**config.mk**
```make
export PLATFORM = sky130hd
export DESIGN_NAME = ptp_rx_dispatch
export DESIGN_NICKNAME = d
export VERILOG_FILES = /design/src/rtl/ptp_pkg.sv /design/src/rtl/ptp_etype_classify.sv /design/src/rtl/ptp_rx_dispatch.sv
export SDC_FILE = /design/constraint.sdc
export NUM_CORES = 1
export LEC_CHECK = 0
export CORE_MARGIN = 1.5
export CORE_UTILIZATION = 45
export CTS_BUF_LIST = sky130_fd_sc_hd__clkbuf_8
export DETAILED_ROUTE_END_ITERATION = 8
export PLACE_DENSITY = 0.73
export SYNTH_ARGS = -nofsm -noshare
export SYNTH_HDL_FRONTEND = slang
export SYNTH_SLANG_ARGS = --single-unit
```
**constraint.sdc**
```tcl
create_clock -name clk -period 8.2 [get_ports clk]
set_clock_uncertainty 0.05 [all_clocks]
set_input_delay 0.82 -clock clk [delete_from_list [all_inputs] [get_ports clk]]
set_output_delay 0.82 -clock clk [all_outputs]
set_load 0.05 [all_outputs]
```
**src/rtl/ptp_pkg.sv**
```systemverilog
// ptp_pkg: shared position codes, EtherType defaults, field offsets and FSM states
package ptp_pkg;
    localparam int W         = 134;
    localparam int POS_MSB   = 133;
    localparam int POS_LSB   = 132;
    localparam int ETYPE_LSB = 16;
    localparam int VTYPE_LSB = 112;
    localparam logic [1:0] POS_HEAD = 2'b01;
    localparam logic [1:0] POS_MID  = 2'b11;
    localparam logic [1:0] POS_TAIL = 2'b10;
    localparam logic [15:0] PTP_ETYPE_DEF = 16'h88F7;
    localparam logic [15:0] VLAN_TPID_DEF = 16'h8100;
    typedef enum logic [2:0] {S_IDLE, S_HEAD, S_BODY, S_FLUSH, S_DESC} state_t;
endpackage

```
**src/rtl/ptp_etype_classify.sv**
```systemverilog
// ptp_etype_classify: decides PTP vs normal from the head word or the word after a VLAN tag
module ptp_etype_classify #(
    parameter logic [15:0] PTP_ETYPE = 16'h88F7,
    parameter logic [15:0] VLAN_TPID = 16'h8100
) (
    input  logic [15:0] i_etype,
    input  logic [15:0] i_vtype,
    input  logic        i_idx,
    output logic        o_decided,
    output logic        o_is_ptp
);
    // A tagged head defers the decision to word1, which always settles it
    assign o_decided = i_idx | (i_etype != VLAN_TPID);
    assign o_is_ptp  = i_idx ? (i_vtype == PTP_ETYPE) : (i_etype == PTP_ETYPE);
endmodule

```
**src/rtl/ptp_rx_dispatch.sv**
```systemverilog
// ptp_rx_dispatch: steers packets to the PTP or normal channel through a one-word hold register
module ptp_rx_dispatch
    import ptp_pkg::*;
#(
    parameter logic [15:0] PTP_ETYPE = PTP_ETYPE_DEF,
    parameter logic [15:0] VLAN_TPID = VLAN_TPID_DEF
) (
    input  logic         clk,
    input  logic         rst_n,
    input  logic         in_data_wr,
    input  logic [133:0] in_data,
    input  logic         in_valid_wr,
    input  logic         in_valid,
    output logic         in_ready,
    output logic         ptp_data_wr,
    output logic [133:0] ptp_data,
    output logic         ptp_valid_wr,
    output logic         ptp_valid,
    input  logic         ptp_ready,
    output logic         norm_data_wr,
    output logic [133:0] norm_data,
    output logic         norm_valid_wr,
    output logic         norm_valid,
    input  logic         norm_ready,
    output logic [31:0]  ptp_pkt_cnt,
    output logic [31:0]  norm_pkt_cnt,
    output logic [31:0]  err_cnt
);
    state_t         r_state, w_nx_state;
    logic [W-1:0]   r_hold, w_nx_hold, w_emit_data;
    logic           r_dec, r_ptp, w_nx_dec, w_nx_ptp;
    logic           r_owe, r_owe_ptp, r_owe_f0, w_nx_owe, w_nx_owe_ptp, w_nx_owe_f0;
    logic           r_pend, r_pend_val;
    logic           w_head, w_tail, w_fire, w_emit, w_emit_ptp, w_err, w_load;
    logic           w_cls_dec, w_cls_ptp, w_desc_val;
    logic           r_in_ready, r_pdwr, r_pvwr, r_pv, r_ndwr, r_nvwr, r_nv;
    logic [W-1:0]   r_pd, r_nd;
    logic [31:0]    r_pcnt, r_ncnt, r_ecnt;

    assign w_head = in_data_wr & (in_data[POS_MSB:POS_LSB] == POS_HEAD);
    assign w_tail = in_data_wr & (in_data[POS_MSB:POS_LSB] == POS_TAIL);
    // A descriptor is owed after a tail or truncation; truncations need no upstream descriptor
    assign w_fire = r_owe & (r_owe_f0 | r_pend | in_valid_wr);
    assign w_desc_val = ~r_owe_f0 & (r_pend ? r_pend_val : in_valid);

    ptp_etype_classify #(.PTP_ETYPE(PTP_ETYPE), .VLAN_TPID(VLAN_TPID)) u_cls (
        .i_etype   (in_data[ETYPE_LSB +: 16]),
        .i_vtype   (in_data[VTYPE_LSB +: 16]),
        .i_idx     (in_data[POS_MSB:POS_LSB] != POS_HEAD),
        .o_decided (w_cls_dec),
        .o_is_ptp  (w_cls_ptp)
    );

    // Next-state, hold update and emit selection
    always_comb begin
        w_nx_state   = r_state;
        w_nx_hold    = r_hold;
        w_nx_dec     = r_dec;
        w_nx_ptp     = r_ptp;
        w_emit       = 1'b0;
        w_emit_ptp   = r_ptp;
        w_emit_data  = r_hold;
        w_nx_owe     = r_owe & ~w_fire;
        w_nx_owe_ptp = r_owe_ptp;
        w_nx_owe_f0  = r_owe_f0;
        w_err        = 1'b0;
        w_load       = 1'b0;
        case (r_state)
            S_IDLE, S_DESC: begin
                if (r_state == S_DESC && w_fire) w_nx_state = S_IDLE;
                w_load = w_head;
                w_err  = in_data_wr & ~w_head;
            end
            S_HEAD, S_BODY: begin
                if (w_head) begin
                    w_emit       = 1'b1;
                    w_emit_ptp   = r_dec & r_ptp;
                    w_emit_data  = {POS_TAIL, r_hold[POS_LSB-1:0]};
                    w_nx_owe     = 1'b1;
                    w_nx_owe_ptp = r_dec & r_ptp;
                    w_nx_owe_f0  = 1'b1;
                    w_err        = 1'b1;
                    w_load       = 1'b1;
                end else if (in_data_wr) begin
                    w_emit     = 1'b1;
                    w_emit_ptp = r_dec ? r_ptp : w_cls_ptp;
                    w_nx_ptp   = w_emit_ptp;
                    w_nx_dec   = 1'b1;
                    w_nx_hold  = in_data;
                    w_nx_state = w_tail ? S_FLUSH : S_BODY;
                end
            end
            S_FLUSH: begin
                w_emit       = 1'b1;
                w_nx_owe     = 1'b1;
                w_nx_owe_ptp = r_ptp;
                w_nx_owe_f0  = 1'b0;
                w_nx_state   = S_DESC;
                w_load       = w_head;
                w_err        = in_data_wr & ~w_head;
            end
            default: w_nx_state = S_IDLE;
        endcase
        if (w_load) begin
            w_nx_hold  = in_data;
            w_nx_dec   = w_cls_dec;
            w_nx_ptp   = w_cls_ptp;
            w_nx_state = S_HEAD;
        end
    end

    // FSM state, hold register and descriptor bookkeeping
    always_ff @(posedge clk or negedge rst_n) begin
        if (!rst_n) begin
            r_state    <= S_IDLE;
            r_hold     <= '0;
            r_dec      <= 1'b0;
            r_ptp      <= 1'b0;
            r_owe      <= 1'b0;
            r_owe_ptp  <= 1'b0;
            r_owe_f0   <= 1'b0;
            r_pend     <= 1'b0;
            r_pend_val <= 1'b0;
        end else begin
            r_state   <= w_nx_state;
            r_hold    <= w_nx_hold;
            r_dec     <= w_nx_dec;
            r_ptp     <= w_nx_ptp;
            r_owe     <= w_nx_owe;
            r_owe_ptp <= w_nx_owe_ptp;
            r_owe_f0  <= w_nx_owe_f0;
            if (w_fire) r_pend <= 1'b0;
            else if (in_valid_wr) begin
                r_pend     <= 1'b1;
                r_pend_val <= in_valid;
            end
        end
    end

    // Registered channel outputs, ready and counters
    always_ff @(posedge clk or negedge rst_n) begin
        if (!rst_n) begin
            r_in_ready <= 1'b0;
            r_pdwr     <= 1'b0;
            r_pd       <= '0;
            r_pvwr     <= 1'b0;
            r_pv       <= 1'b0;
            r_ndwr     <= 1'b0;
            r_nd       <= '0;
            r_nvwr     <= 1'b0;
            r_nv       <= 1'b0;
            r_pcnt     <= '0;
            r_ncnt     <= '0;
            r_ecnt     <= '0;
        end else begin
            r_in_ready <= ptp_ready & norm_ready;
            r_pdwr     <= w_emit & w_emit_ptp;
            r_ndwr     <= w_emit & ~w_emit_ptp;
            if (w_emit & w_emit_ptp) r_pd <= w_emit_data;
            if (w_emit & ~w_emit_ptp) r_nd <= w_emit_data;
            r_pvwr     <= w_fire & r_owe_ptp;
            r_pv       <= w_fire & r_owe_ptp & w_desc_val;
            r_nvwr     <= w_fire & ~r_owe_ptp;
            r_nv       <= w_fire & ~r_owe_ptp & w_desc_val;
            r_pcnt     <= r_pcnt + {31'd0, w_fire & r_owe_ptp};
            r_ncnt     <= r_ncnt + {31'd0, w_fire & ~r_owe_ptp};
            r_ecnt     <= r_ecnt + {31'd0, w_err};
        end
    end

    assign in_ready      = r_in_ready;
    assign ptp_data_wr   = r_pdwr;
    assign ptp_data      = r_pd;
    assign ptp_valid_wr  = r_pvwr;
    assign ptp_valid     = r_pv;
    assign norm_data_wr  = r_ndwr;
    assign norm_data     = r_nd;
    assign norm_valid_wr = r_nvwr;
    assign norm_valid    = r_nv;
    assign ptp_pkt_cnt   = r_pcnt;
    assign norm_pkt_cnt  = r_ncnt;
    assign err_cnt       = r_ecnt;
endmodule

```
==> results of run 1 <==
## cell type report
class	instances	area, um^2	area share, %
timing repair buffer	527	5278	17.85
multi-input combinational	1004	8108	27.42
tap	615	769.5	2.602
clock inverter	37	241.5	0.8166
sequential	515	12890	43.58
inverter	147	551.8	1.866
antenna	7	17.52	0.05923
clock buffer	125	1720	5.817
## through the flow
step / total power [mW] / instance area, um^2 / hold WS (ps) / setup WS (ps) / utilization [%]
floorplan: 6.532 / 22040 / 386.5 / 4900 / -
global placement: 7.828 / 27590 / 401.7 / 3784 / 57.43
detailed placement: 7.978 / 27590 / 406.5 / 3649 / 57.43
CTS: 10.52 / 29560 / 166.5 / 4336 / 61.52
global route: 10.98 / 29570 / 191.6 / 4123 / 61.54
finish: 10.46 / 29570 / 154.7 / 4239 / 61.55
## sequential cells by signal (all words and copies together) (netlist names), 3 cells and up
register      flops
r_hold          134
ptp_data        134
r_state           3
norm_pkt_cnt     32
ptp_pkt_cnt      32
norm_data       134
err_cnt          32
## cell usage in the layout, fill, tap and decap left out, types with 3 or more instances in the layout
master / netlist / layout
and2_1: 4 / 3
bufinv_16: 0 / 3
diode_2: 0 / 7
and4_1: 5 / 5
nand4_1: 159 / 159
buf_12: 0 / 3
nor2b_1: 4 / 4
clkinv_2: 0 / 3
o21ai_0: 138 / 138
nand2_1: 41 / 41
nor4_1: 6 / 6
mux2_2: 264 / 264
nor3_1: 15 / 15
nor2_1: 43 / 43
dfrtp_1: 515 / 515
ha_1: 6 / 6
inv_1: 146 / 172
and3_1: 9 / 9
xor2_1: 30 / 30
a221o_1: 134 / 134
xnor2_1: 62 / 62
mux2_1: 6 / 6
clkbuf_8: 0 / 125
clkinvlp_4: 0 / 4
nand2b_1: 4 / 4
clkdlybuf4s50_1: 0 / 510
nand3_1: 36 / 36
buf_4: 11 / 13
## synthesized netlist by cell type (4+ instances only)
cell / count
buf_2: 37
nor4_1: 6
xnor2_1: 62
a221o_1: 134
and4_1: 5
nor2_1: 43
o21ai_0: 138
and3_1: 9
buf_1: 6
and2_1: 4
nor3_1: 15
clkbuf_1: 66
inv_1: 146
xor2_1: 30
ha_1: 6
nand2b_1: 4
nand4_1: 159
mux2_2: 264
nand3_1: 36
buf_4: 11
nand2_1: 41
dfrtp_1: 515
mux2_1: 6
nor2b_1: 4
## worst min-delay path by stage
stage | startpoint | end | slack [ps]
CTS | rst_n | r_hold[89] | 170
global route | rst_n | r_hold[73] | 190
finish | rst_n | ptp_data[73] | 150
floorplan | r_owe_ptp | norm_valid | 390
global placement | r_owe | r_pend | 400
detailed placement | norm_pkt_cnt[31] | norm_pkt_cnt[31] | 410
## cells by family after synthesis
kind of cell	after synthesis
muxes	271
and+or+nand+nor	339
DFF	515
buffers and inverters	267
xor gates and xnor gates	92
adders and majority gates	6
AOI/OAI and AO/OA	296
## layer usage
layer / wire length, um / share of wire (%) / track usage, % / up-vias
li1: - / - / - / 7542
met1: 26130 / 40 / 32.61 / 8725
met2: 30740 / 48 / 39.72 / 709
met3: 5454 / 8.4 / 8.152 / 130
met4: 2348 / 3.6 / 9.937 / 0
met5: 0 / 0 / 0 / -
## where the power goes
part	switching [mW]	leakage (nW)	internal, mW
registers	0.715	6.63	3.26
clock network	1.06	1.10	1.44
logic	2.41	5.48	1.58
total	4.18	13.2	6.28
## worst max-delay path, delay by kind of cell
| kind | cells | cell delay (ps) |
|---|---|---|
| buffers and inverters | 3 | 1930 |
| AO/OA/AOI/OAI | 3 | 790 |
| AND/OR/NAND/NOR | 2 | 700 |
==> results.toml, run 1 <==
[sta]
period_needed_ps = 3961
slew_viol_final = 0
hold_viol_final = 0
fin_tns_setup_ps = 0
fin_crit_sh_pct = 48.31
worstMarginPinSlew_ps = 1247
max-slew-margin-rel_pct = 16.87
finalSetupViolations = 0
rsz0062_at_grt = "no"
fmax_mhz = 252.4

[cts]
cts_setup_buffers = 0
cts.repair.resized = 0
clk_pin_slew_ps = 60
cts.sinks = 515
cts_tree = "yes"
numCtsBuffers = 88
cts_buffer_depth = 3
clock_latency_ps = 660
root_buffer = "clkbuf_8"
hold_buffers = 0
htree_num_levels = 3

[detailed_routing]
first_iter_violations = 1286
totalWireLength_um = 64670
firstDrtPassIters = 7
via_per_inst = 5.746
drc = 0
vias = 17106
ant_nets = 0
post_drt_wl_per_cell_um = 21.72

[setup_path]
cp.arrival_ps = 4440
cpMaxStageDelayCell = "buf_4"
r2r-end = "norm_data[49]"
cp_max_fo = 118
crit_type = "input port to flip-flop"
worstPathRequired_ps = 8680
end_kind = "flip-flop"
startpoint = "in_data_wr"
r2r_slack_ps = 4440
cp_slowest_stage_delay_ps = 840
cp-start-kind = "input port"
regToRegStartpoint = "r_state[1]"
rr_worst_depth = 7
path_cells = "clkdlybuf4s50_1, and4b_1, o31ai_4, buf_4, and2_4, buf_4, o21ai_0, a221o_1"
critPathCapture = "norm_data[49]"
cp_common_cell = "buf_4"

[synth]
synth_fa_ha_area_share_pct = 0.3407
synth-compound-area-share_pct = 10.12
yosys.area.top_type = "dfrtp_1"
ys_types = 52
synth.area.mux_share_pct = 13.84
synth_ff_type = "dfrtp_1"
synth-simple-area-share_pct = 8.613
syn_nets = 1933
yosys.area.top_type_share_pct = 58.48
syn-cell-area_um2 = 22040
synth_xor_xnor_area_share_pct = 3.656
ys_seq_elements = 515
syn_inst = 1786
synth.area.top_cells = "dfrtp_1 (58%), mux2_2 (13%), a221o_1 (6.1%)"
ys_warn_count = 0
avgSynthCellArea_um2 = 12.34
synth_top_family_by_area = "multiplexers"
async_reset_ff_share_pct = 100.0
seq_area_frac_synth_pct = 58.48
synth_edf_count = 0

[global_route]
grt_antenna_before_repair = 7
first_global_vias = 17057
grtUsageTotal_pct = 25.29
grt_pass1_wl_um = 99860
grt_max_degree = 173
gr-total-overflow = 0

[final_layout]
fillers = 3747
fin_nets = 2430
area_growth_pct = 34.20
drive_gt1_share_pct = 18.30
stdcell_count = 2977

[run_status]
status = "complete, no violations"

[placement]
dp_cells = 2808
dp_hpwl_um = 41470
gp_congestion = 0.8677
io_buffers = 511

[floorplanning]
die_h_um = 224.3
die_w_um = 224.3
io_pins = 512
row_count = 80
die_area_um2 = 50310
fp.coreArea_um2 = 48050
initial_core_util_pct = 45.87

[pwr]
power.density_nw_per_um2 = 353.8
ir_drop_uv = 204.8
p_leak_nw = 13.20

[job]
max_cap_violations = 0

[min_path]
hp-class = "input port to async pin"
Note: power is estimated with default switching activity, not from simulation.
==> inputs of run 2 (changes only) <==
- clock period: 8.2 -> 4.05 ns (I/O delays scaled with it)
==> run 2 against run 1 <==
Net effect:
- core utilization up 0.27 points
- largest power group unchanged
- highest routed layer is now met5
- routed wire length up 1.9%
- count of clock-buffer cells in the layout down 11
==> results.toml, run 2 (synthesis results as in run 1) <==
[sta]
slew_viol_final = 0
timing.hold.ws_ps = 245.7
worstMarginPinSlew_ps = 988.4
hold_viol_final = 0
finalSetupViolations = 0
fmax_mhz = 304.0
fin_crit_sh_pct = 81.23
period_needed_ps = 3290
rsz0062_at_grt = "no"
max-slew-margin-rel_pct = 34.11
fin_tns_setup_ps = 0

[detailed_routing]
route.met3.wl_um = 5213
route.layer.met1.wl_um = 26670
post_drt_wl_per_cell_um = 22.11
totalWireLength_um = 65870
via_per_inst = 5.735
first_iter_violations = 1261
drc = 0
firstDrtPassIters = 7
vias = 17084
wl_met2_um = 31530
ant_nets = 0
highest_layer = "met5"

[setup_path]
worstPathRequired_ps = 4540
crit_type = "flip-flop to flip-flop"
cp-start-kind = "flip-flop"
cp_slowest_stage_delay_ps = 690
path_cells = "xnor2_1, nor2_1, o21ai_0, a21oi_1, ha_1, ha_1, and2_1, or4b_2, nor2_1, nand4_1, xnor2_1"
end_kind = "flip-flop"
r2r_slack_ps = 760
rr_worst_depth = 11
cp.arrival_ps = 3780
cpMaxStageDelayCell = "or4b_2"
cp_max_fo = 9

[cts]
numCtsBuffers = 86
root_buffer = "clkbuf_8"
cts_tree = "yes"
htree_num_levels = 3
clk_pin_slew_ps = 60
cts.sinks = 515
cts_buffer_depth = 3
clock_latency_ps = 690

[placement]
dpl-instance-area_um2 = 27800
gp_congestion = 0.8798
io_buffers = 511
dp_hpwl_um = 42150

[final_layout]
layout_commonest_cell = "dfrtp_1"
regArea_um2 = 12890
multiInputGateArea_um2 = 8108
drive_gt1_share_pct = 18.52
area_growth_pct = 34.79
layout_common_cells = "dfrtp_1 (515), clkdlybuf4s50_1 (510), mux2_2 (264), inv_1 (170), nand4_1 (159)"
fin_nets = 2440
final_area_um2 = 29700
fillers = 3725

[floorplanning]
io_pins = 512
die_w_um = 224.3
initial_core_util_pct = 45.87
die_area_um2 = 50310
row_count = 80
fp.coreArea_um2 = 48050
die_h_um = 224.3

[min_path]
hp-class = "input port to async pin"

[pwr]
ir_drop_uv = 502.3
clkPwrFrac_pct = 23.5
internal_power_mw = 12.69
p_switching_mw = 8.457
sw_frac_of_total_pct = 39.99
combPwrFrac_pct = 38.6
seq_power_share_pct = 37.8
power.density_nw_per_um2 = 711.9
p_leak_nw = 13.26

[global_route]
grt_max_degree = 135
gr-total-overflow = 0
grt_antenna_before_repair = 7
grt_pass1_wl_um = 101000
grtUsageTotal_pct = 25.73
first_global_vias = 17136

[job]
max_cap_violations = 0

[run_status]
status = "complete, no violations"
[run 2: what timing repair did]
| action | in CTS | in global routing |
|---|---|---|
| setup buffers | 0 | 0 |
| hold buffers | 1 | 0 |
| hold endpoints to repair | 73 | 0 |
| gates resized for setup | 0 | 0 |
[run 2: worst max-delay path, delay by kind of cell (launching register included)]
kind                     cells  cell delay [ps]
AND/OR/NAND/NOR              5             1470
flip-flops                   1              480
XOR/XNOR                     2              430
adder cells (fa/ha/maj)      2              480
AO/OA/AOI/OAI                2              280
[run 2: cell type report]
class | instances | area share [%]
sequential | 515 | 43.39
multi-input combinational | 1004 | 27.29
timing repair buffer | 539 | 18.50
clock buffer | 114 | 5.282
tap | 615 | 2.590
inverter | 147 | 1.858
clock inverter | 41 | 1.057
antenna | 4 | 0.03370
[run 2: per-stage QoR]
stage                     worst slack (ps)  std cells  util [%]  total power, mW
after floorplan                       1089       1786         -            13.22
after global placement               384.2       2819     57.86            15.90
after detailed placement             371.7       2819     57.86            16.20
after CTS                            761.8       2975     61.80            21.27
after global routing                 517.8       2976     61.81            22.16
final                                760.0       2979     61.83            21.15
[run 2: worst paths after layout]
kind | from | to
max | r_state[0] | err_cnt[24]
min | rst_n | ptp_data[77]
max reg2reg | r_state[0] | err_cnt[24]
min reg2reg | r_owe_ptp | norm_valid
max in group asynchronous | rst_n | norm_data[30]
min in group clk | norm_ready | in_ready
[run 2: layer usage]
metal	up-vias	GRT usage (%)
met4	8	10.13
met3	141	7.747
li1	7533	-
met2	654	40.87
met5	-	0
met1	8748	33.12
[run 2: power by group through the flow]
stage | clock network [mW] | logic [mW] | registers [mW]
detailed placement | 0 | 8.18 | 8.02
floorplan | 0 | 3.21 | 10.0
global route | 5.32 | 8.64 | 8.20
finish | 4.98 | 8.17 | 8.00
CTS | 5.09 | 8.22 | 7.96
global placement | 0 | 7.98 | 7.91
==> inputs of run 3 (changes only) <==
- clock period: 4.05 -> 3.1 ns (I/O delays scaled with it)
==> run 3 against run 2 <==
Net effect:
- count of clock-buffer cells in the layout is 5 lower
- sequential power rose by 30%
- combinational power up 33%
- critical endpoint is now err_cnt[22]
- largest cell class unchanged
- highest routed layer unchanged
==> results.toml, run 3 (synthesis results as in run 1) <==
[detailed_routing]
post_drt_wl_per_cell_um = 21.78
first_iter_violations = 1194
vias = 17302
ant_nets = 0
via_per_inst = 5.706
totalWireLength_um = 66040
firstDrtPassIters = 7
drc = 0

[setup_path]
cp_max_fo = 7
cp-start-kind = "flip-flop"
worstPathRequired_ps = 3620
path_cells = "buf_4, nand2_1, nor2_1, o21ai_0, a21oi_1, ha_1, ha_1, and2_1, or4b_2, buf_4, nor4_1, xor2_1"
path_depth = 12
crit_buf_inv = 2
cp_top_family = "simple AND/OR/NAND/NOR gates"
crit_type = "flip-flop to flip-flop"
cpMaxStageDelayCell = "or4b_2"
rr_worst_depth = 12
cp_slowest_stage_delay_ps = 650
end_kind = "flip-flop"
cp.arrival_ps = 3370

[final_layout]
area_growth_pct = 36.56
layout_commonest_cell = "dfrtp_1"
layout_common_cells = "dfrtp_1 (515), clkdlybuf4s50_1 (510), mux2_2 (264), inv_1 (177), nand4_1 (159)"
final_area_um2 = 30100
fin_nets = 2492
fin_util_pct = 62.64
fillers = 3730
drive_gt1_share_pct = 20.05

[global_route]
grt_max_degree = 91
grtUsageTotal_pct = 25.94
first_global_vias = 17589
grt_antenna_before_repair = 6
gr-total-overflow = 0
grt_pass1_wl_um = 101700

[cts]
htree_num_levels = 3
cts_buffer_depth = 3
cts.sinks = 515
cts_setup_buffers = 0
numCtsBuffers = 86
cts_tree = "yes"
root_buffer = "clkbuf_8"
clk_pin_slew_ps = 60
hold_buffers = 1
cts.repair.resized = 0
clock_latency_ps = 670

[sta]
max-slew-margin-rel_pct = 34.77
slew_viol_final = 0
fin_crit_sh_pct = 91.90
period_needed_ps = 2849
worst_slack_ps = 251.1
finalSetupViolations = 0
hold_viol_final = 0
rsz0062_at_grt = "no"
worstMarginPinSlew_ps = 978.4
timing.hold.ws_ps = 164.2
fmax_mhz = 351.0

[pwr]
p_total_mw = 27.44
p_leak_nw = 13.54
ir_drop_uv = 595.3
power.density_nw_per_um2 = 911.6

[floorplanning]
fp.coreArea_um2 = 48050
io_pins = 512
die_h_um = 224.3
die_w_um = 224.3
initial_core_util_pct = 45.87
die_area_um2 = 50310
row_count = 80

[min_path]
hp-class = "input port to flip-flop"
whs_path_depth = 2

[placement]
gp_congestion = 0.8750
io_buffers = 511
dpl-instance-area_um2 = 28320
place_ws_ps = -161.1
dp_hpwl_um = 44230

[job]
max_cap_violations = 0

[run_status]
status = "complete, no violations"
==> run 3: layout make-up <==
class	instances	area [um^2]	area share, %
timing repair buffer	591	6011	19.97
sequential	515	12890	42.82
clock inverter	48	260.3	0.8648
clock buffer	109	1500	4.985
inverter	147	551.8	1.833
antenna	3	7.507	0.02494
multi-input combinational	1004	8108	26.94
tap	615	769.5	2.557
==> run 3: metal layers <==
| layer | part of all wire, % | vias to the layer above | global-route usage, % |
|---|---|---|---|
| met4 | 4.1 | 6 | 11.73 |
| li1 | - | 7673 | - |
| met1 | 40 | 8788 | 32.08 |
| met5 | 0.056 | - | 0 |
| met3 | 8.7 | 151 | 8.530 |
| met2 | 48 | 684 | 41.44 |
==> run 3: per-stage QoR <==
step           TNS [ps]  instances
6_report              0       3032
3_5_place_dp     -832.1       2871
2_1_floorplan         0       1786
3_3_place_gp     -499.2       2871
5_1_grt               0       3031
4_1_cts               0       3029
==> run 3: path summary, 6_finish.rpt <==
kind / from / end / slack [ps]
worst min register to register: r_owe / r_pend / 440
min in group asynchronous: rst_n / ptp_data[69] / 170
max in group asynchronous: rst_n / err_cnt[14] / 1870
worst max register to register: r_state[0] / err_cnt[22] / 250
worst max-delay path: r_state[0] / err_cnt[22] / 250
worst min-delay path: norm_ready / in_ready / 160
==> run 3: worst register-to-register path, stage by stage, from the launching register on <==
cell     delay [ps]
dfrtp_1         380
buf_4           160
nand2_1          80
nor2_1           80
o21ai_0          70
a21oi_1         160
ha_1            200
ha_1            170
and2_1          150
or4b_2          650
buf_4           180
nor4_1          270
xor2_1          170
==> run 3: report_power, final <==
group / switching [mW] / internal, mW
sequential: 1.80 / 8.62
clock: 2.81 / 3.33
combinational: 6.46 / 4.42
